## src/rtl/instr_fetch_if.sv

```systemverilog
// Fetch-unit bundle: control handshake, PC load port and instruction-memory bus.
// The fetch unit takes the slave side; control plus memory take the master side.
interface instr_fetch_if #(
  parameter int PC_WIDTH = 16
);
  logic                fetch_req;
  logic                pc_load;
  logic [PC_WIDTH-1:0] pc_load_val;
  logic [PC_WIDTH-1:0] pc;
  logic                im_read;
  logic [15:0]         instr_in;
  logic [15:0]         instr_out;
  logic                instr_valid;
  logic                busy;
  logic                fetch_err;

  modport master (
    output fetch_req, pc_load, pc_load_val, instr_in,
    input  pc, im_read, instr_out, instr_valid, busy, fetch_err
  );

  modport slave (
    input  fetch_req, pc_load, pc_load_val, instr_in,
    output pc, im_read, instr_out, instr_valid, busy, fetch_err
  );
endinterface

```

## src/rtl/instr_fetch.sv

```systemverilog
// Instruction fetch initiator: owns the PC, issues one im_read per fetch,
// waits MEM_LATENCY cycles, latches the word and advances or redirects the PC.
module instr_fetch #(
  parameter int                  PC_WIDTH    = 16,
  parameter logic [PC_WIDTH-1:0] RESET_PC    = '0,
  parameter int                  MEM_LATENCY = 1,
  parameter int                  PC_LIMIT    = 32
) (
  input  logic         clk,
  input  logic         rst,
  instr_fetch_if.slave bus
);
  localparam int                  CW      = (MEM_LATENCY > 1) ? $clog2(MEM_LATENCY) : 1;
  localparam logic [PC_WIDTH-1:0] PC_MASK = PC_WIDTH'(PC_LIMIT - 1);

  typedef enum logic [1:0] {IDLE, REQ, WAIT} state_t;

  state_t              state, state_nxt;
  logic [CW-1:0]       wait_cnt;
  logic                last_wait;
  logic                capture;
  logic [PC_WIDTH-1:0] load_tgt, pc_inc, pc_nxt, pend_pc;
  logic                pend_vld;

  assign last_wait = (state == WAIT) && (wait_cnt == CW'(MEM_LATENCY - 1));
  assign load_tgt  = {bus.pc_load_val[PC_WIDTH-1:1], 1'b0} & PC_MASK;
  assign pc_inc    = (bus.pc + PC_WIDTH'(2)) & PC_MASK;
  // A load landing on the capture edge itself wins over any older pending one.
  assign pc_nxt    = bus.pc_load ? load_tgt : (pend_vld ? pend_pc : pc_inc);

  always_ff @(posedge clk or posedge rst) begin
    if (rst) state <= IDLE;
    else     state <= state_nxt;
  end

  always_comb begin
    state_nxt = state;
    case (state)
      IDLE:    if (bus.fetch_req) state_nxt = REQ;
      REQ:     state_nxt = WAIT;
      WAIT:    if (last_wait) state_nxt = IDLE;
      default: state_nxt = IDLE;
    endcase
  end

  always_comb begin
    bus.busy = (state != IDLE);
    capture  = last_wait;
  end

  always_ff @(posedge clk or posedge rst) begin
    if (rst) begin
      bus.pc          <= RESET_PC;
      bus.im_read     <= 1'b0;
      bus.instr_out   <= 16'h0000;
      bus.instr_valid <= 1'b0;
      bus.fetch_err   <= 1'b0;
      pend_vld        <= 1'b0;
      pend_pc         <= '0;
      wait_cnt        <= '0;
    end else begin
      bus.im_read     <= (state_nxt == REQ);
      bus.instr_valid <= capture;
      wait_cnt        <= (state == WAIT && !last_wait) ? wait_cnt + CW'(1) : '0;
      if (bus.pc_load && bus.pc_load_val[0]) bus.fetch_err <= 1'b1;
      if (capture) begin
        bus.instr_out <= bus.instr_in;
        bus.pc        <= pc_nxt;
        pend_vld      <= 1'b0;
      end else if (state == IDLE) begin
        if (bus.pc_load) bus.pc <= load_tgt;
      end else if (bus.pc_load) begin
        // PC must stay stable for the in-flight fetch; park the target.
        pend_pc  <= load_tgt;
        pend_vld <= 1'b1;
      end
    end
  end
endmodule

```

## src/flat_wrapper.sv

```systemverilog
// flat-port wrapper written by rule: the top's interface ports become plain ports
module instr_fetch_flat 
#(
  parameter int                  PC_WIDTH    = 16,
  parameter logic [PC_WIDTH-1:0] RESET_PC    = '0,
  parameter int                  MEM_LATENCY = 1,
  parameter int                  PC_LIMIT    = 32
)
  (clk, rst, bus_fetch_req, bus_pc_load, bus_pc_load_val, bus_instr_in, bus_pc, bus_im_read, bus_instr_out, bus_instr_valid, bus_busy, bus_fetch_err);
  instr_fetch_if #(.PC_WIDTH(PC_WIDTH)) bus_i ();
  input  logic clk;
  input  logic rst;
  input wire logic [$bits(bus_i.fetch_req)-1:0] bus_fetch_req;
  input wire logic [$bits(bus_i.pc_load)-1:0] bus_pc_load;
  input wire logic [$bits(bus_i.pc_load_val)-1:0] bus_pc_load_val;
  input wire logic [$bits(bus_i.instr_in)-1:0] bus_instr_in;
  output wire logic [$bits(bus_i.pc)-1:0] bus_pc;
  output wire logic [$bits(bus_i.im_read)-1:0] bus_im_read;
  output wire logic [$bits(bus_i.instr_out)-1:0] bus_instr_out;
  output wire logic [$bits(bus_i.instr_valid)-1:0] bus_instr_valid;
  output wire logic [$bits(bus_i.busy)-1:0] bus_busy;
  output wire logic [$bits(bus_i.fetch_err)-1:0] bus_fetch_err;
  assign bus_i.fetch_req = bus_fetch_req;
  assign bus_i.pc_load = bus_pc_load;
  assign bus_i.pc_load_val = bus_pc_load_val;
  assign bus_i.instr_in = bus_instr_in;
  assign bus_pc = bus_i.pc;
  assign bus_im_read = bus_i.im_read;
  assign bus_instr_out = bus_i.instr_out;
  assign bus_instr_valid = bus_i.instr_valid;
  assign bus_busy = bus_i.busy;
  assign bus_fetch_err = bus_i.fetch_err;
  instr_fetch #(.PC_WIDTH(PC_WIDTH), .RESET_PC(RESET_PC), .MEM_LATENCY(MEM_LATENCY), .PC_LIMIT(PC_LIMIT)) u_core (.clk(clk), .rst(rst), .bus(bus_i));
endmodule
```

## config.mk

```make
export PLATFORM = sky130hd
export DESIGN_NAME = instr_fetch_flat
export DESIGN_NICKNAME = d
export VERILOG_FILES = /design/src/rtl/instr_fetch_if.sv /design/src/rtl/instr_fetch.sv /design/src/flat_wrapper.sv
export SDC_FILE = /design/constraint.sdc
export NUM_CORES = 1
export LEC_CHECK = 0
export CAP_MARGIN = 10
export CORE_MARGIN = 10
export CORE_UTILIZATION = 42
export CTS_CLUSTER_DIAMETER = 200
export DETAILED_ROUTE_END_ITERATION = 6
export GPL_ROUTABILITY_DRIVEN = 0
export HOLD_SLACK_MARGIN = 0.12
export PLACE_DENSITY = 0.81
export SETUP_SLACK_MARGIN = 0.3
export SYNTH_ARGS = -nofsm -noshare
export SYNTH_HDL_FRONTEND = slang
export SYNTH_SLANG_ARGS = --single-unit
```

## constraint.sdc

```tcl
create_clock -name clk -period 2.8 [get_ports clk]
set_input_delay 0.56 -clock clk [delete_from_list [all_inputs] [get_ports clk]]
set_output_delay 0.56 -clock clk [all_outputs]
set_load 0.01 [all_outputs]
```

* Yosys cells after proc, flatten, opt, wreduce, memory -nomap -nowiden
Cells that the tools add are included.
Storage, ports and cells: register bits 43, bits of input ports 36, output and inout port bits 36, logic and storage cells 41
Cells by class: add/subtract/negate cells 2, equal/unequal tests 4, multiplexer cells 12, bitwise logic cells 3, reduce and logical (&&, ||, !) cells 11
Operators with widths (number):
- $mux 16 | 4
- $pmux 2 s3 | 1
- $reduce_bool 2->1 | 3
- $add 5x2->5 const B | 1
- $mux 5 | 1
- $eq 2x1->1 const B | 2
- $mux 1 | 4
- $mux 2 | 2
- $reduce_and 2->1 | 2
- $logic_and 1x1->1 | 3
- $not 1->1 | 3
- $reduce_and 3->1 | 1
- $eq 2x2->1 const B | 1
- $logic_not 2->1 | 1
- $ne 2x1->1 const B | 1
- $add 1x1->1 const B | 1
- $logic_not 1->1 | 1

* Depth between registers and ports, before layout
Gate-level depths: netlist of the first run.
word-level depth 5, mapped depth 4, mapped depth without buffers 4

* Least setup slack after synthesis of the first run
No wires, ideal clock.
path type reg2reg, start point register u_core.state[0], end point register u_core.bus.instr_out[10], setup time 0.125 ns, arrival time 1.248 ns, data required time 2.675 ns, setup slack 1.427 ns, stages on the path, launching flop included 4, buffers on the path 1, clock period less this slack 1.373 ns, cells stage by stage dfrtp_1 > nor3b_4 > buf_4 > mux2_2
On the way: word-level cells in the longest chain between the ends 2
RTL lines:
- start, declared | line instr_fetch.sv:18 | state_t state, state_nxt;
- start signal, assigned | line instr_fetch.sv:33 | else state <= state_nxt;
- $eq 2x2->1 | line instr_fetch.sv:25 | assign last_wait = (state == WAIT) && (wait_cnt == CW'(MEM_LATENCY - 1));
- $logic_and 1x1->1 | line instr_fetch.sv:25
- end signal, assigned | line instr_fetch.sv:67 | bus.instr_out <= bus.instr_in;
- end, declared | line instr_fetch_if.sv:24 | output pc, im_read, instr_out, instr_valid, busy, fetch_err
No other way between the ends. A chain may end at the register's enable or synchronous reset.

* Worst setup path after layout of the first run
start point register u_core.state[1], end point output port bus_busy
On the way: word-level cells in the longest chain between the ends 1
RTL lines:
- $reduce_bool 2->1 | line instr_fetch.sv:47 | bus.busy = (state != IDLE);
- end, declared | line flat_wrapper.sv:21 | output wire logic [$bits(bus_i.busy)-1:0] bus_busy;
No other way between the ends.

==> results of run 1 <==
## layout by cell type, fill, tap and decap left out, drive strengths merged
cell type	Yosys	final
nor3b	1	1
a21boi	1	1
nand2	1	1
nand4	1	1
nor3	2	2
nand3b	1	1
nand2b	3	3
or2	1	1
a311oi	1	1
nand3	4	4
a2bb2oi	1	1
a21oi	3	3
mux2i	1	1
dfrtp	31	31
clkdlybuf4s50	0	48
mux2	21	21
o21ai	3	3
o221ai	1	1
nor2	7	7
and2	1	1
ha	1	1
a211oi	1	1
clkbuf	0	8
a21o	2	2
conb	1	13
o2111ai	1	1
a31o	1	1
inv	4	4
buf	14	2
xor2	1	1
## path summary, 6_finish.rpt
path | end | startpoint | slack [ns]
max in group asynchronous | u_core.bus.pc[3]$_DFFE_PP0P_ | rst | 1.91
min in group asynchronous | u_core.bus.instr_out[15]$_DFFE_PP0N_ | rst | 0.61
worst min-delay path | u_core.bus.fetch_err$_DFFE_PP0P_ | u_core.bus.fetch_err$_DFFE_PP0P_ | 0.47
worst min register to register | u_core.bus.fetch_err$_DFFE_PP0P_ | u_core.bus.fetch_err$_DFFE_PP0P_ | 0.47
worst max register to register | u_core.bus.pc[2]$_DFFE_PP0P_ | u_core.state[1]$_DFF_PP0_ | 1.20
worst max-delay path | bus_busy | u_core.state[1]$_DFF_PP0_ | 0.58
## power breakdown
| group | internal (W) | total (W) | leakage, nW | switching (W) |
|---|---|---|---|---|
| clock | 0.000148 | 0.000293 | 0.0386 | 0.000145 |
| sequential | 0.000650 | 0.000809 | 0.367 | 0.000159 |
| combinational | 0.000545 | 0.000893 | 0.436 | 0.000348 |
| total | 0.00134 | 0.00199 | 0.841 | 0.000652 |
## area by class of cell
class / instances / area share, %
Multi-Input combinational cell: 74 / 28.2
Inverter: 4 / 0.764
Clock buffer: 8 / 3.50
Tap cell: 44 / 2.80
Timing Repair Buffer: 50 / 25.2
Sequential cell: 31 / 39.5
## sequential cells by signal (all words and copies together), names as in the netlist
signal / flops
u_core.bus.instr_out: 16
u_core.bus.pc: 4
u_core.pend_pc: 4
u_core.state: 2
u_core.bus.fetch_err: 1
u_core.bus.im_read: 1
u_core.bus.instr_valid: 1
u_core.pend_vld: 1
u_core.wait_cnt: 1
## layer usage
| metal | wire [um] | vias to the layer above | track usage, % |
|---|---|---|---|
| li1 | - | 480 | - |
| met1 | 1250 | 514 | 10.8 |
| met2 | 1840 | 34 | 20.6 |
| met3 | 251 | 7 | 3.69 |
| met4 | 56 | 0 | 5.56 |
| met5 | 0 | - | 0 |
## through the flow
step	util (%)	cells	hold WS (ns)	total power (W)	cell area [um2]
after floorplan	-	123	0.470	0.00126	1450
after global placement	60.6	203	0.438	0.00168	1900
after detailed placement	60.6	203	0.449	0.00172	1900
after CTS	62.8	211	0.470	0.00202	1960
after global routing	62.8	211	0.489	0.00211	1960
final	62.8	211	0.470	0.00199	1960
## logic make-up (layout without fill, tap and decap cells)
kind of cell,Yosys count,after routing,synth area share (%)
AND/OR/NAND/NOR,22,22,8.79
other,1,13,0.266
XOR/XNOR,1,1,0.622
AO/OA/AOI/OAI,15,15,8.08
multiplexers,22,22,17.5
adder cells (fa/ha/maj),1,1,0.888
flip-flops,31,31,55.1
buffers and inverters,18,62,8.79
## cell usage after synthesis, drive strengths merged
| cell type | instances | share of area, % |
|---|---|---|
| a21oi | 3 | 1.1 |
| a211oi | 1 | 0.53 |
| a21o | 2 | 1.1 |
| a21boi | 1 | 0.53 |
| conb | 1 | 0.27 |
| inv | 4 | 1.1 |
| o2111ai | 1 | 0.62 |
| dfrtp | 31 | 55 |
| nand3b | 1 | 0.53 |
| nand2 | 1 | 0.27 |
| nor2 | 7 | 1.9 |
| nand3 | 4 | 1.4 |
| ha | 1 | 0.89 |
| o21ai | 3 | 1.3 |
| nor3b | 1 | 1.3 |
| and2 | 1 | 0.44 |
| a311oi | 1 | 1.1 |
| nand4 | 1 | 0.44 |
| or2 | 1 | 0.44 |
| xor2 | 1 | 0.62 |
| nand2b | 3 | 1.3 |
| o221ai | 1 | 0.62 |
| buf | 14 | 7.7 |
| nor3 | 2 | 0.71 |
| mux2i | 1 | 0.71 |
| a2bb2oi | 1 | 0.62 |
| mux2 | 21 | 17 |
| a31o | 1 | 0.62 |
==> impl_results.md, run 1 <==
* Status: complete, no violations
* Power Density at 1020 mW/mm2
* Area growth syn-to-layout at 39.4%
* Worst IR drop on VDD at 0.530 mV
* CTS Hold Buffers Added at 0
* Pre-CTS WS at 0.933 ns
* Initial antenna violation count at 0
* CTS Root Cell: clkbuf_4
* H-Tree Depth at 2
* Register area at 776 um2
* Multi-input gate area at 554 um2
* Setup WS post-layout at 0.580 ns
* Die ar. at 0.00607 mm2
* Max Fclk at 0.451 GHz
* Row count at 20
* DR vias/cell at 4.91
* Final Routed Wirelength at 3400 um
* Minimum clock period at 2.22 ns
* CP max FO at 8
* Num CTS Buffers at 5
* Diode count at 0
* Die W at 77.9 um
* Via count at 1,035
* Fill cells at 259
* Vias in the first global route at 1,122
* Post-CTS Setup Inserts at 0
* Synthesized area at 0.00141 mm2
* PortBufs at 48
* DRC Markers at 0
* WP depth at 2
* CP arrival at 1.66 ns
* Initial Util at 45.0%
* Max Slew Vio Count at 0
* Final net count at 203
* Worst path bufs/invs at 1
* Setup TNS at 0 ns
* Clock Pin Slew Worst Setup and Hold Paths at 0.09 ns
* Final Setup Violations at 0
* Gate Count Post-Synth at 111
* Worst-case clock buffer depth at 2
* Clock skew at 0.00458 ns
* P_leak at 0.841 nW
* Synth Warn # at 0
* CP cell instances: or2_2 -> clkdlybuf4s50_1
* Cells resized by post-CTS repair at 0
* #FFs+latches synth at 31
* Hold Crit Class: reg2reg
* Ports at 72
* Max-cap violations at 0
* Pre-antenna DRT Iters at 4
* R2R cell count at 4
* WL/cell at 16.1 um
* CORE AREA at 0.00313 mm2
* TritonCTS clock tree: yes
* Grt total ovfl at 0
* RSZ-0062 raised after global routing: false
* Starting DRC count in detailed routing at 59
* Critical Path Max Stage Delay at 0.50 ns
* Startpoint types: flip-flop
* DP HPWL at 2710 um
* Clock Latency Late Sink at 0.33 ns
* Fin crit share at 79.3%
* Share of layout cells above drive strength 1 at 21.0%
* Final Hold Fails at 0
* GRT Total Usage at 11.1%
* Required time worst endpoint at 2.24 ns
* Global-route wire length before repair at 5450 um
* Top delay family on crit path: buffers and inverters
* TritonCTS Sinks at 31
* Count of different cell masters after synthesis at 30
* Height of the chip at 77.9 um
* Critical path class: reg2out
* Worst hold path depth at 1
* Sequential area share after synthesis at 55.1%
* Synth Area per Inst at 12.7 um2
* Pin count of the biggest net entering global routing at 32
* Setup crit end kind: primary output
* ANT nets after route at 0
* Critical-path top delay cell: clkdlybuf4s50_1
Power figures use the tool's default switching activity.
==> inputs of run 2 (changes only) <==
CORE_UTILIZATION = 39   (was 42)
PLACE_DENSITY = 0.76   (was 0.81)
clock period = 2.1 ns   (was 2.8 ns; I/O delays follow)
==> run 2 against run 1 <==
  * Clock-buffer cell count down 2
  * Critical path type unchanged
  * Sequential power is 30% higher
  * Largest power group unchanged
  * Routed wire length grew 4.8%
==> impl_results.md, run 2 (synthesis results as in run 1) <==
* Final Setup Violations at 0 (unchanged)
* Setup crit end kind: primary output (unchanged)
* Minimum clock period at 1.74 ns
* CP max FO at 6 (was 8)
* Hold Crit Class: in2async (was reg2reg)
* R2R Setup Slk at 0.43 ns (was 1.20 ns)
* Diode count at 0 (unchanged)
* Setup TNS at 0 ns (unchanged)
* RSZ-0062 raised after global routing: true (was false)
* Critical R2R Launch: u_core.state[0]$_DFF_PP0_ (was u_core.state[1]$_DFF_PP0_)
* GRT Total Usage at 11.7% (was 11.1%)
* DRC Markers at 0 (unchanged)
* Power, Total at 0.00286 W (was 0.00199 W)
* TritonCTS clock tree: yes (unchanged)
* Max Fclk at 0.576 GHz
* CORE AREA at 0.00342 mm2 (was 0.00313 mm2)
* CTS Root Cell: clkbuf_4 (unchanged)
* P_leak at 0.879 nW (was 0.841 nW)
* WL/cell at 16.3 um (was 16.1 um)
* Clock skew at 0.00677 ns (was 0.00458 ns)
* Vias in the first global route at 1,119 (was 1,122)
* Power Density at 1400 mW/mm2 (was 1020 mW/mm2)
* Critical R2R Capture: u_core.bus.instr_out[4]$_DFFE_PP0N_ (was u_core.bus.pc[2]$_DFFE_PP0P_)
* Most flop-heavy register: u_core.bus.instr_out (unchanged)
* Share of layout cells above drive strength 1 at 27.2% (was 21.0%)
* CTS Hold Buffers Added at 0 (unchanged)
* ANT nets after route at 0 (unchanged)
* Die ar. at 0.00642 mm2 (was 0.00607 mm2)
* Worst IR drop on VDD at 0.623 mV (was 0.530 mV)
* Most frequent cells in the layout: clkdlybuf4s50_1 (47), dfrtp_1 (27), mux2_2 (21), conb_1 (13) (was clkdlybuf4s50_1 (48), dfrtp_1 (31), mux2_2 (21), conb_1 (13), nor2_1 (7))
* R2R cell count at 4 (unchanged)
* Critical-path top delay cell: clkdlybuf4s50_1 (unchanged)
* Final Routed Wirelength at 3560 um (was 3400 um)
* Clock Latency Late Sink at 0.34 ns (was 0.33 ns)
* Num CTS Buffers at 5 (unchanged)
* DR vias/cell at 4.62 (was 4.91)
* Critical path class: reg2out (unchanged)
* Top Registers: u_core.bus.instr_out x16, u_core.bus.pc x4, u_core.pend_pc x4 (unchanged)
* Initial antenna violation count at 0 (unchanged)
* Area growth syn-to-layout at 44.9% (was 39.4%)
* Status: complete, no violations (unchanged)
* Startpoint types: flip-flop (unchanged)
* Top delay family on crit path: buffers and inverters (unchanged)
* Critical Path Max Stage Delay at 0.56 ns (was 0.50 ns)
* Pin count of the biggest net entering global routing at 32 (unchanged)
* Final Hold Fails at 0 (unchanged)
* Final net count at 209 (was 203)
* Worst-case clock buffer depth at 2 (unchanged)
* H-Tree Depth at 2 (unchanged)
* Clock Pin Slew Worst Setup and Hold Paths at 0.10 ns (was 0.09 ns)
* CP arrival at 1.32 ns (was 1.66 ns)
* Fin crit share at 82.7%
* Placed cell count at 205 (was 203)
* DP HPWL at 2710 um (about the same)
* CP cell instances: clkdlybuf4s50_1 (was or2_2 -> clkdlybuf4s50_1)
* Fill cells at 274 (was 259)
* Max reg flops at 16 (unchanged)
* TritonCTS Sinks at 31 (unchanged)
* Commonest non-fill, non-tap cell in the layout: clkdlybuf4s50_1 (unchanged)
* Height of the chip at 80.1 um (was 77.9 um)
* Via count at 1,011 (was 1,035)
* Required time worst endpoint at 1.68 ns (was 2.24 ns)
* Row count at 21 (was 20)
* PortBufs at 48 (unchanged)
* Max-cap violations at 0 (unchanged)
* Post-Route Utilization at 59.8% (was 62.8%)
* Global-route wire length before repair at 5770 um (was 5450 um)
* Post-Layout Cell Count at 219 (was 211)
* Ports at 72 (unchanged)
* Max Slew Vio Count at 0 (unchanged)
* Starting DRC count in detailed routing at 110 (was 59)
* Initial Util at 41.2% (was 45.0%)
* Die W at 80.1 um (was 77.9 um)
* Grt total ovfl at 0 (unchanged)
* Pre-antenna DRT Iters at 4 (unchanged)
* Worst path bufs/invs at 1 (unchanged)
## run 2: cell count changes in the layout (fill, tap and decap cells not counted)
cell             previous run  this run
buf_12                      0         1
buf_4                       2         7
bufinv_16                   0         1
clkbuf_1                    1         0
clkbuf_2                    0         1
clkbuf_8                    2         1
clkdlybuf4s50_1            48        47
clkinv_2                    0         1
dfrtp_1                    31        27
dfrtp_2                     0         4
## run 2: power by group
group | total (W) | switching, W | internal (W) | leakage, nW
sequential | 0.00105 | 0.000174 | 0.000873 | 0.362
combinational | 0.00131 | 0.000521 | 0.000792 | 0.469
clock | 0.000499 | 0.000218 | 0.000281 | 0.0482
## run 2: layout make-up
cell class                      instances  area, um2  area share, %
Multi-Input combinational cell         74        554           27.1
Timing Repair Buffer                   56        548           26.8
Clock buffer                            6       51.3           2.51
Inverter                                4       15.0          0.735
Clock inverter                          2       35.0           1.72
Sequential cell                        31        781           38.2
Tap cell                               46       57.6           2.82
## run 2: worst reg2reg max path, delay by kind of cell (launching register included)
kind / cells / cell delay (ns)
simple gates: 1 / 0.45
flops: 1 / 0.41
buf+inv: 2 / 0.37
mux: 1 / 0.34
## run 2: what timing repair did
action                     in CTS  in global routing
gates resized for setup         4                  3
setup endpoints to repair       2                  5
buffers inserted                2                  4
## run 2: worst max path at each step
stage | from | endpoint | slack (ns) | cells past startpoint
after floorplan | u_core.state[0]$_DFF_PP0_ | u_core.bus.instr_out[10]$_DFFE_PP0N_ | 0.73 | 3
after global placement | u_core.state[1]$_DFF_PP0_ | bus_busy | 0.40 | 2
after detailed placement | bus_pc_load | u_core.bus.pc[1]$_DFFE_PP0P_ | 0.39 | 4
after CTS | u_core.state[1]$_DFF_PP0_ | bus_busy | 0.30 | 2
after global routing | u_core.bus.pc[2]$_DFFE_PP0P_ | bus_pc[2] | 0.30 | 1
final | u_core.bus.pc[2]$_DFFE_PP0P_ | bus_pc[2] | 0.36 | 1
## run 2: metrics by stage
step | area, um2 | setup slack [ns] | hold WS [ns]
floorplan | 1450 | 0.727 | 0.470
global placement | 1910 | 0.397 | 0.438
detailed placement | 1910 | 0.387 | 0.449
CTS | 2010 | 0.297 | 0.471
global route | 2040 | 0.297 | 0.486
finish | 2040 | 0.364 | 0.463
## run 2: layer usage
metal	up-vias	share of wire (%)	global-route usage (%)
met5	-	0	0
met4	0	1.9	5.81
met3	5	6.0	3.67
met2	30	55	20.6
met1	490	37	12.1
li1	486	-	-
==> variant 1 (config.mk and constraints of run 1) <==
`PC_WIDTH` is set to 16 in 3 places; all go to 12.
--- a/src/rtl/instr_fetch_if.sv
+++ b/src/rtl/instr_fetch_if.sv
@@ -1,7 +1,7 @@
 // Fetch-unit bundle: control handshake, PC load port and instruction-memory bus.
 // The fetch unit takes the slave side; control plus memory take the master side.
 interface instr_fetch_if #(
-  parameter int PC_WIDTH = 16
+  parameter int PC_WIDTH = 12
 );
   logic                fetch_req;
   logic                pc_load;
--- a/src/rtl/instr_fetch.sv
+++ b/src/rtl/instr_fetch.sv
@@ -1,7 +1,7 @@
 // Instruction fetch initiator: owns the PC, issues one im_read per fetch,
 // waits MEM_LATENCY cycles, latches the word and advances or redirects the PC.
 module instr_fetch #(
-  parameter int                  PC_WIDTH    = 16,
+  parameter int                  PC_WIDTH    = 12,
   parameter logic [PC_WIDTH-1:0] RESET_PC    = '0,
   parameter int                  MEM_LATENCY = 1,
   parameter int                  PC_LIMIT    = 32
--- a/src/flat_wrapper.sv
+++ b/src/flat_wrapper.sv
@@ -1,7 +1,7 @@
 // flat-port wrapper written by rule: the top's interface ports become plain ports
 module instr_fetch_flat 
 #(
-  parameter int                  PC_WIDTH    = 16,
+  parameter int                  PC_WIDTH    = 12,
   parameter logic [PC_WIDTH-1:0] RESET_PC    = '0,
   parameter int                  MEM_LATENCY = 1,
   parameter int                  PC_LIMIT    = 32
Interface: changed (resized bus_pc and bus_pc_load_val); port bits go from 72 to 64. No check against the original RTL was run, so the function may have changed too.
==> variant 1 against run 1 <==
Setup slack improved by 0.0046 ns; routed wire length decreased by 7.5%; worst hold slack got worse by 0.0018 ns; design area decreased by 0.57%; total power decreased by 0.79%; sequential cell count unchanged; clock power increased by 1%; area after synthesis decreased by 2.1%; register-to-register slack improved by 0.11 ns.
==> variant 1: results (changes against run 1) <==
Worst setup path
  • CP max stage cell: clkdlybuf4s50_1
  • Worst Path Arrival: 1.66 ns (about the same)

Route
  • DR WL/cell: 15.2 µm (-5.7%)
  • Via count: 1,008 (-2.6%)
  • DRT iter0 DRCs: 99 (+68%)

Power
  • Max VDD drop: 713 µV (+35%)
  • Leak: 0.827 nW (-1.7%)

Yosys
  • Top cells by count, synth: 31 x dfrtp_1, 21 x mux2_2, 9 x buf_4, 7 x nor2_1
  • YS warnings: 0 (unchanged)
  • Post-synth top flop: dfrtp_1
  • Top cells by area, synth: dfrtp_1 56%, mux2_2 17%, buf_4 4.9%
  • Post-synthesis sequential area ratio: 56.3% (+1.2 points)
  • Post-synthesis async set-or-reset flop share: 100% (unchanged)

STA
  • Clock Skews: 0.00719 ns (+0.00261 ns)

Placement
  • Dpl ws: 0.938 ns (+0.00478 ns)
  • Post-DP HPWL: 2.42 mm (-11%)
  • Area after DPL: 1880 µm² (-0.79%)

Layout
  • Fillers: 282 (+8.9%)
  • Layout Nets: 195 (-3.9%)
  • Share of layout cells above drive strength 1: 22.1% (+1.1 points)

GRT
  • Largest net degree at the start of global routing: 32 (unchanged)
  • First-pass GRT wire length: 5.29 mm (-2.9%)
  • Vias in the first global route: 1,060 (-5.5%)
  • All-layer global routing usage: 11.0% (-0.16 points)

Hold path
  • Hold WC Path Type: reg -> reg

Clock tree
  • # resized after CTS: 0 (unchanged)
  • Setup Buffers After CTS: 0 (unchanged)
  • Clk pin slew, worst setup/hold paths: 0.09 ns (about the same)

Outcome
  • Status: completed
-- variant 1: cells by family (layout without fill, tap and decap cells) --
group,Yosys count,in the layout,synth area share (%)
adders and majority gates,1,1,0.907
DFF,31,31,56.3
other,1,9,0.272
buffers and inverters,14,62,6.81
muxes,22,22,17.9
AOI/OAI and AO/OA,15,15,8.26
xor gates and xnor gates,1,1,0.635
and+or+nand+nor,22,22,8.99
-- variant 1: area by class of cell --
cell class | instances | area share [%]
well taps | 44 | 2.82
clock inverters | 1 | 0.384
inverters | 4 | 0.769
multi-input cells | 70 | 27.6
flip-flops and latches | 31 | 39.7
repair buffers | 50 | 25.4
clock buffers | 7 | 3.33
-- variant 1: path summary, 6_finish.rpt --
check / from / end / slack (ns) / cells past startpoint
setup / recovery: u_core.state[1] / bus_busy / 0.58 / 2
hold / removal: u_core.bus.fetch_err / u_core.bus.fetch_err / 0.47 / 1
setup reg to reg: u_core.state[1] / u_core.bus.instr_out[12] / 1.31 / 3
hold reg to reg: u_core.bus.fetch_err / u_core.bus.fetch_err / 0.47 / 1
max in group asynchronous: rst / u_core.bus.pc[4] / 1.91 / 3
min in group asynchronous: rst / u_core.bus.instr_valid / 0.60 / 3
-- variant 1: metal layers --
metal | track usage (%) | wire length, µm | up-vias
li1 | - | - | 474
met1 | 11.2 | 1170 | 484
met2 | 17.8 | 1600 | 44
met3 | 6.64 | 318 | 6
met4 | 4.38 | 49 | 0
met5 | 0 | 0 | -
-- variant 1: per-stage QoR --
step	instances	utilization (%)
floorplan	115	-
global placement	199	60.6
detailed placement	199	60.6
CTS	207	62.9
global route	207	62.9
finish	207	62.9
-- variant 1: where the power goes --
group,switching [mW],internal (mW)
clock network,0.151,0.147
registers,0.158,0.650
logic,0.331,0.544
==> variant 2 (flow settings as in run 1) <==
Made on the original files. Make the reset (`rst`) synchronous in 2 clocked blocks.
--- a/src/rtl/instr_fetch.sv
+++ b/src/rtl/instr_fetch.sv
@@ -28,7 +28,7 @@
   // A load landing on the capture edge itself wins over any older pending one.
   assign pc_nxt    = bus.pc_load ? load_tgt : (pend_vld ? pend_pc : pc_inc);
 
-  always_ff @(posedge clk or posedge rst) begin
+  always_ff @(posedge clk) begin
     if (rst) state <= IDLE;
     else     state <= state_nxt;
   end
@@ -48,7 +48,7 @@
     capture  = last_wait;
   end
 
-  always_ff @(posedge clk or posedge rst) begin
+  always_ff @(posedge clk) begin
     if (rst) begin
       bus.pc          <= RESET_PC;
       bus.im_read     <= 1'b0;
Behaviour: differs if rst is asserted again (counterexample within 4 cycles, from zero or initial values and one cycle with rst high); with rst held inactive, the same outputs for 10 cycles.
==> variant 2 against run 1 <==
Design area decreased by 11%; setup slack improved by 0.028 ns; routed wire length decreased by 3.6%; sequential cell count unchanged; area after synthesis decreased by 9.9%; clock skew increased by 0.0019 ns; largest cell class unchanged; highest routed layer unchanged.
Power is not compared: it rests on default switching activity, and its combinational part moved more than twofold at a synthesized area within 25%.
==> variant 2: results (changes against run 1) <==
Outcome
  • Status: completed

Hold path
  • Worst Hold Depth: 2 (+1)

Route
  • DRT iter0 DRCs: 47 (-20%)
  • Via count: 1,056 (+2.0%)
  • Total routed wirelength: 3.27 mm (-3.6%)

Clock tree
  • # resized after CTS: 0 (unchanged)
  • Clock Tree Buf Depth: 2 (unchanged)

Layout
  • Layout Nets: 207 (+2.0%)
  • Fillers: 253 (-2.3%)
  • Share of layout cells above drive strength 1: 8.77% (-12 points)
  • Fin cells: 202 (-4.3%)

Power
  • P_comb: around 0.14 mW
  • Total power: 0.865 mW
  • Leak: 0.653 nW

Placement
  • DP Cell Count: 194 (-4.4%)
  • Post-DP HPWL: 2.51 mm (-7.4%)

Yosys
  • Top cells by count, synth: 31 x dfxtp_1, 16 x a22o_1, 12 x buf_4, 10 x a21oi_1, 9 x nand2_1
  • Top cells by area, synth: dfxtp_1 49%, a22o_1 11%, buf_4 7.1%
  • Count of different cell masters after synthesis: 33 (+10%)
  • Mapped Cells: 121 (+9.0%)
  • Post-synth top flop: dfxtp_1
  • Post-synthesis async set-or-reset flop share: 0% (-100 points)

Worst setup path
  • CP peak stage delay: 0.55 ns (+0.05 ns)
  • Worst Path Arrival: 1.63 ns (-0.03 ns)
  • CP max stage cell: clkdlybuf4s50_1
  • R2R cell count: 3 (-1)

GRT
  • Largest net degree at the start of global routing: 18 (-44%)
  • All-layer global routing usage: 12.5% (+1.3 points)
  • First-pass GRT wire length: 5.21 mm (-4.4%)

STA
  • Clock Skews: 0.00646 ns (+0.00187 ns)
==> variant 2: path summary, 6_finish.rpt <==
path | start | end | slack [ns]
worst max-delay path | u_core.state[1] | bus_busy | 0.61
worst min-delay path | u_core.pend_pc[4] | u_core.pend_pc[4] | 0.45
worst min register to register | u_core.pend_pc[4] | u_core.pend_pc[4] | 0.45
worst max register to register | u_core.state[1] | u_core.bus.pc[4] | 1.44
==> variant 2: metrics by stage <==
stage               worst slack [ns]  hold WS [ns]  area [µm²]
floorplan                       1.49         0.431        1320
global placement               0.631         0.443        1700
detailed placement             0.581         0.448        1700
CTS                            0.587         0.460        1750
global route                   0.544         0.475        1750
finish                         0.608         0.454        1750
==> variant 2: layout make-up <==
| type | instances | area (µm²) | share of cell area (%) |
|---|---|---|---|
| Inverter | 1 | 3.75 | 0.215 |
| Sequential cell | 31 | 621 | 35.5 |
| Clock inverter | 1 | 5.00 | 0.286 |
| Timing Repair Buffer | 48 | 480 | 27.5 |
| Multi-Input combinational cell | 83 | 554 | 31.7 |
| Tap cell | 31 | 38.8 | 2.22 |
| Clock buffer | 7 | 45.0 | 2.58 |
==> variant 2: cells by family (layout without fill, tap and decap cells) <==
family | after synthesis | count (layout) | share of synthesized area [%]
AOI/OAI and AO/OA | 34 | 34 | 21.6
xor gates and xnor gates | 2 | 2 | 1.38
adders and majority gates | 1 | 1 | 0.985
buffers and inverters | 19 | 57 | 11.0
DFF | 31 | 31 | 48.9
muxes | 2 | 2 | 1.67
other | 1 | 13 | 0.295
and+or+nand+nor | 31 | 31 | 14.2
==> variant 2: layer usage <==
metal | GRT usage [%] | routed length, µm | vias to the layer above
li1 | - | - | 506
met1 | 12.1 | 1160 | 491
met2 | 19.9 | 1570 | 51
met3 | 6.83 | 431 | 8
met4 | 9.03 | 105 | 0
met5 | 0 | 0 | -
